$ cat src/rtl/link_rx_responder.sv
// Receive end of the 4-phase req/ack byte link; bytes land in a show-ahead FIFO, ack follows acceptance by one cycle.
// ack is withheld while the FIFO is full and asserts the cycle after a pop frees a slot.
module link_rx_responder #(
  parameter int DATA_W   = 8,
  parameter int DEPTH    = 4,
  parameter int ACK_HOLD = 2,
  parameter int CNT_W    = 16
) (
  input  logic              clk,
  input  logic              rst,
  input  logic              req,
  input  logic [DATA_W-1:0] data,
  output logic              ack,
  input  logic              rd_en,
  output logic [DATA_W-1:0] rd_data,
  output logic              empty,
  output logic              full,
  output logic [CNT_W-1:0]  byte_cnt,
  output logic [DATA_W-1:0] xor_sum,
  output logic              busy
);

  localparam int AW       = $clog2(DEPTH);
  localparam int HOLD_EFF = (ACK_HOLD < 1) ? 1 : ACK_HOLD;
  localparam int HW       = (HOLD_EFF > 1) ? $clog2(HOLD_EFF) : 1;

  typedef enum logic [1:0] {IDLE, HOLD, WAIT_LOW} state_t;

  state_t            state, state_nxt;
  logic              ack_nxt;
  logic [HW-1:0]     hold_cnt, hold_nxt;
  logic              push, pop;

  logic [DATA_W-1:0] mem [DEPTH];
  logic [AW-1:0]     wr_ptr, rd_ptr;
  logic [AW:0]       count;

  assign empty   = (count == '0);
  assign full    = (count == (AW+1)'(DEPTH));
  assign pop     = rd_en && !empty;
  assign rd_data = mem[rd_ptr];
  assign busy    = (state != IDLE);

  always_comb begin
    state_nxt = state;
    ack_nxt   = ack;
    hold_nxt  = hold_cnt;
    push      = 1'b0;
    case (state)
      IDLE: begin
        if (req && !full) begin
          push      = 1'b1;
          ack_nxt   = 1'b1;
          hold_nxt  = HW'(HOLD_EFF - 1);
          state_nxt = HOLD;
        end
      end
      HOLD: begin
        // req is not looked at until the minimum hold time has elapsed
        if (hold_cnt != '0) begin
          hold_nxt = hold_cnt - HW'(1);
        end else if (!req) begin
          ack_nxt   = 1'b0;
          state_nxt = IDLE;
        end else begin
          state_nxt = WAIT_LOW;
        end
      end
      WAIT_LOW: begin
        if (!req) begin
          ack_nxt   = 1'b0;
          state_nxt = IDLE;
        end
      end
      default: begin
        ack_nxt   = 1'b0;
        state_nxt = IDLE;
      end
    endcase
  end

  always_ff @(posedge clk) begin
    if (rst) begin
      state    <= IDLE;
      ack      <= 1'b0;
      hold_cnt <= '0;
      wr_ptr   <= '0;
      rd_ptr   <= '0;
      count    <= '0;
      byte_cnt <= '0;
      xor_sum  <= '0;
    end else begin
      state    <= state_nxt;
      ack      <= ack_nxt;
      hold_cnt <= hold_nxt;
      if (push) begin
        wr_ptr   <= wr_ptr + AW'(1);
        byte_cnt <= byte_cnt + CNT_W'(1);
        xor_sum  <= xor_sum ^ data;
      end
      if (pop) begin
        rd_ptr <= rd_ptr + AW'(1);
      end
      case ({push, pop})
        2'b10:   count <= count + (AW+1)'(1);
        2'b01:   count <= count - (AW+1)'(1);
        default: count <= count;
      endcase
    end
  end

  // Storage needs no reset: contents are only visible through the pointers.
  always_ff @(posedge clk) begin
    if (push) begin
      mem[wr_ptr] <= data;
    end
  end

endmodule

$ cat config.mk
export PLATFORM = sky130hd
export DESIGN_NAME = link_rx_responder
export DESIGN_NICKNAME = d
export VERILOG_FILES = /design/src/rtl/link_rx_responder.sv
export SDC_FILE = /design/constraint.sdc
export NUM_CORES = 1
export LEC_CHECK = 0
export ABC_CLOCK_PERIOD_IN_PS = 5300
export CORE_MARGIN = 1.5
export CORE_UTILIZATION = 57
export DETAILED_ROUTE_END_ITERATION = 7
export GPL_ROUTABILITY_DRIVEN = 0
export HOLD_SLACK_MARGIN = 0.08
export MAX_ROUTING_LAYER = met4
export PLACE_DENSITY = 0.84
export SLEW_MARGIN = 10
export SYNTH_ARGS = -nofsm -noshare
export SYNTH_HDL_FRONTEND = slang
export SYNTH_SLANG_ARGS = --single-unit
$ cat constraint.sdc
create_clock -name clk -period 5.3 [get_ports clk]
set_clock_uncertainty 0.15 [all_clocks]
set_input_delay 1.325 -clock clk [delete_from_list [all_inputs] [get_ports clk]]
set_output_delay 1.325 -clock clk [all_outputs]
set_load 0.005 [all_outputs]
==> results by stage <==
Global routing:
- The initial antenna violation count is 0.
- The global-route wire length before repair is 9.09 mm.
- The number of global-route vias before repair was 1887.
- Entering global routing, the biggest net connects 40 pins.
- After global routing the overflow that remains totals 0.
- Across every metal layer, demand over resource in global routing totals 22.9%.

Detailed routing:
- After detailed routing, the average wire length per cell comes to 15.4 µm.
- In this run, the number of DRC markers left after iteration 0 of detailed routing was 133.
- The number of vias after detailed routing is 2024.
- The first detailed-routing pass took 4 iterations.
- The number of remaining DRC errors is 0.
- Once detail routing completed, the nets flagged for antenna violations numbered 0.
- The final wirelength is 5.66 mm.
- The detailed-route vias per instance is 5.51.

Timing:
- The max-slew violation total from the final report is 0.
- Derived from the worst setup path, the maximum achievable clock frequency is 280 MHz.
- Setup slack on the critical path of the routed design comes to between 1500 and 2000 ps.
- The headroom to the max-slew limit is 60.1%.
- Setup repair after global routing left no endpoint under its margin.
- The post-route minimum period is 3570 ps.
- The number of setup violations in the final report is 0.
- The number of failing hold endpoints at the final stage is 0.
- The final hold slack is 352 ps.
- The worst path uses 67.3% of the clock period.
- The transition time at the pin with the least slew margin is 598 ps.
- The final setup TNS is 0 ps.

Finish:
- For this run, the post-layout net count is 319.
- The area added between synthesis and finish is 23.8%.
- In the final layout, the share of cells above drive strength 1 is 9.67%.
- The library cell used most frequently in the layout, excluding fill and tap cells, is clkdlybuf4s50_1.
- At the end of the flow the core is filled with cells to 75.1%.
- The count of antenna diodes in the layout is 0.
- The number of standard cells in the final layout excluding fillers is between 300 and 400.
- The top cell types in the final layout, fill and taps aside, are 47 x clkdlybuf4s50_1, 37 x dfxtp_1, 32 x edfxtp_1.
- Once layout is done, the placed cells without fillers occupy 3640 µm².

Logic synthesis:
- The count of cell types in the netlist is 39.
- By area the synthesized netlist is led by edfxtp_1 33%, dfxtp_1 25%, mux4_2 6.1%, ha_1 4.7%, xor2_1 3.9%.
- The library cell with the largest summed area after synthesis is edfxtp_1.
- The Yosys step of the flow raised 0 warnings.
- Synthesis inferred just under 70 register bits.
- In this run the mean area of a mapped cell was 12.0 µm².
- After synthesis the cells add up to between 2000 and 3000 µm².
- The instance count of the mapped netlist is approximately 250.
- The sequential element share of the synthesized area is 57.9%.
- In this run the biggest area consumer among cell types represents 32.7% of the synthesized area.
- When the netlist entered floorplanning its net count stood at 270.

Power and ir drop:
- IR analysis of the VDD net gives a maximum drop of ~0.00032 V.
- The power per cell area is 445 nW/µm².
- After layout, the design draws a total of 1.62 mW.
- The analysis attributes to cell leakage a power of 1.27 nW.

Worst setup path:
- The worst setup path is captured at a primary output.
- The type of the worst setup path is reg2out.
- Of all nets on the critical path, the largest fanout is 16.
- For flop-to-flop paths, the worst setup slack is 2340 ps.
- The launching point of the worst reg2reg path is count[2].
- The largest stage delay on the critical path is 640 ps.
- In this run the critical register-to-register path is captured at count[2].
- The worst-case reg-to-reg path depth is 10.
- The critical path data arrival time is 2090 ps.
- The startpoint type of the worst setup path is a flip-flop.
- Traced cell by cell, the critical path runs through or3b_1 -> inv_4 -> clkdlybuf4s50_1.
- The end point of the critical path is full.
- The first element of the critical path is count[2].
- The highest-delay cell along the critical path is or3b_1.
- The required time of the critical path is 3830 ps.

CTS:
- The cell sitting at the root of the clock tree is a clkbuf_8.
- Once the clock tree was built, the setup fixing pass inserted 0 buffers.
- The post-cts gate resize count is 0.
- The clock latency of the later-clocked register in the worst-skew pair is approximately 340 ps.
- For this design, the sink count on the clock tree is 69.
- The H-tree depth is 3.
- After clock tree synthesis, the flow added hold-fix buffers numbering 0.
- Clock-pin slew was measured on the worst setup and hold paths at ~70 ps.
- The maximum count of clock buffers along a single path is 2.
- The TritonCTS clock tree is done.
- In this run, CTS created clock tree buffers numbering 9.

Floorplanning:
- After floorplanning, the core was divided into 25 placement rows.
- The die height is approximately 75 µm.
- The core region area is between 4000 and 5000 µm².
- The die covers between 5000 and 6000 µm².
- The floorplan step set the die width to between 70 and 80 µm.
- The initial utilization of the core area, before any placement, comes to 60.6%.
- The number of top-level pins is 48.

Place:
- The detailed placer's ending HPWL is about 3.8 mm.
- The number of instances in the placed design is ~350.
- The pre-CTS setup slack is approximately 1400 ps.
- In this run the cell area measured after placement is 3450 µm².
- In this run the tool buffered the top-level ports with 47 buffer cells.

Worst hold path:
- Counting instances, the worst hold path has a depth of 2.
- The class of the tightest hold or removal check is reg2reg.

Run status:
- The flow ran to the end, and the final reports show no timing, DRC or antenna violations.

Flow run:
- The total of max-cap violations is 0.
[cell families (layout without fill, tap and decap cells)]
group           Yosys count  in the layout  synth area share (%)
xor+xnor                 21             21                  6.26
simple gates             87             87                  15.3
flops                    69             69                  57.9
fa+ha+maj                12             12                  5.36
compound gates           25             25                  4.98
buf+inv                  22             76                  3.40
mux                      10             10                  6.85
[registers in the layout, summed over array words and instances, names as in the netlist, named ones only]
name,cells
xor_sum,8
byte_cnt,16
state,2
wr_ptr,2
rd_ptr,2
mem,32
count,3
hold_cnt,1
ack,1
[worst min path at each step]
stage / from / slack [ps] / endpoint
after floorplan: byte_cnt[15] / 320 / byte_cnt[15]
after global placement: byte_cnt[15] / 320 / byte_cnt[15]
after detailed placement: byte_cnt[13] / 330 / byte_cnt[13]
after CTS: ack / 350 / ack
after global routing: ack / 390 / ack
final: byte_cnt[15] / 350 / byte_cnt[15]
[cell type report]
type	count	area (µm²)
tap	67	83.8
sequential	69	1700
fill	332	1210
timing repair buffer	48	478
clock buffer	9	124
clock inverter	7	66.3
inverter	12	47.5
multi-input combinational	155	1140
[cells in the mapped netlist, drive strengths merged]
cell	instances
a21oi	13
a221oi	1
and2	1
and3	5
and4	2
buf	5
clkbuf	5
dfxtp	37
edfxtp	32
fa	1
ha	11
inv	12
mux2	1
mux2i	1
mux4	8
nand2	12
nand2b	2
nand3	12
nand3b	1
nand4	4
nand4b	1
nor2	28
nor2b	1
nor3	3
nor3b	1
nor4	3
o21ai	5
o31a	1
o31ai	4
o32ai	1
or2	1
or3	4
or3b	1
or4	5
xnor2	8
xor2	13
[layer usage]
layer	vias to the layer above	wire [µm]	global-route usage (%)
met5	-	0	-
met4	0	82	10.9
met3	9	259	4.02
met2	60	2830	36.5
met1	973	2480	28.6
li1	982	-	-
[report_power, final]
| group | internal [mW] | switching [mW] |
|---|---|---|
| Sequential | 0.652 | 0.0739 |
| Combinational | 0.264 | 0.220 |
| Clock | 0.214 | 0.195 |
| Total | 1.13 | 0.489 |
[worst max-delay path, delay by kind of cell, from the launching register on]
family,cells,cell delay (ps)
flops,1,390
simple gates,1,640
buf+inv,2,720
Power figures use the tool's default switching activity.
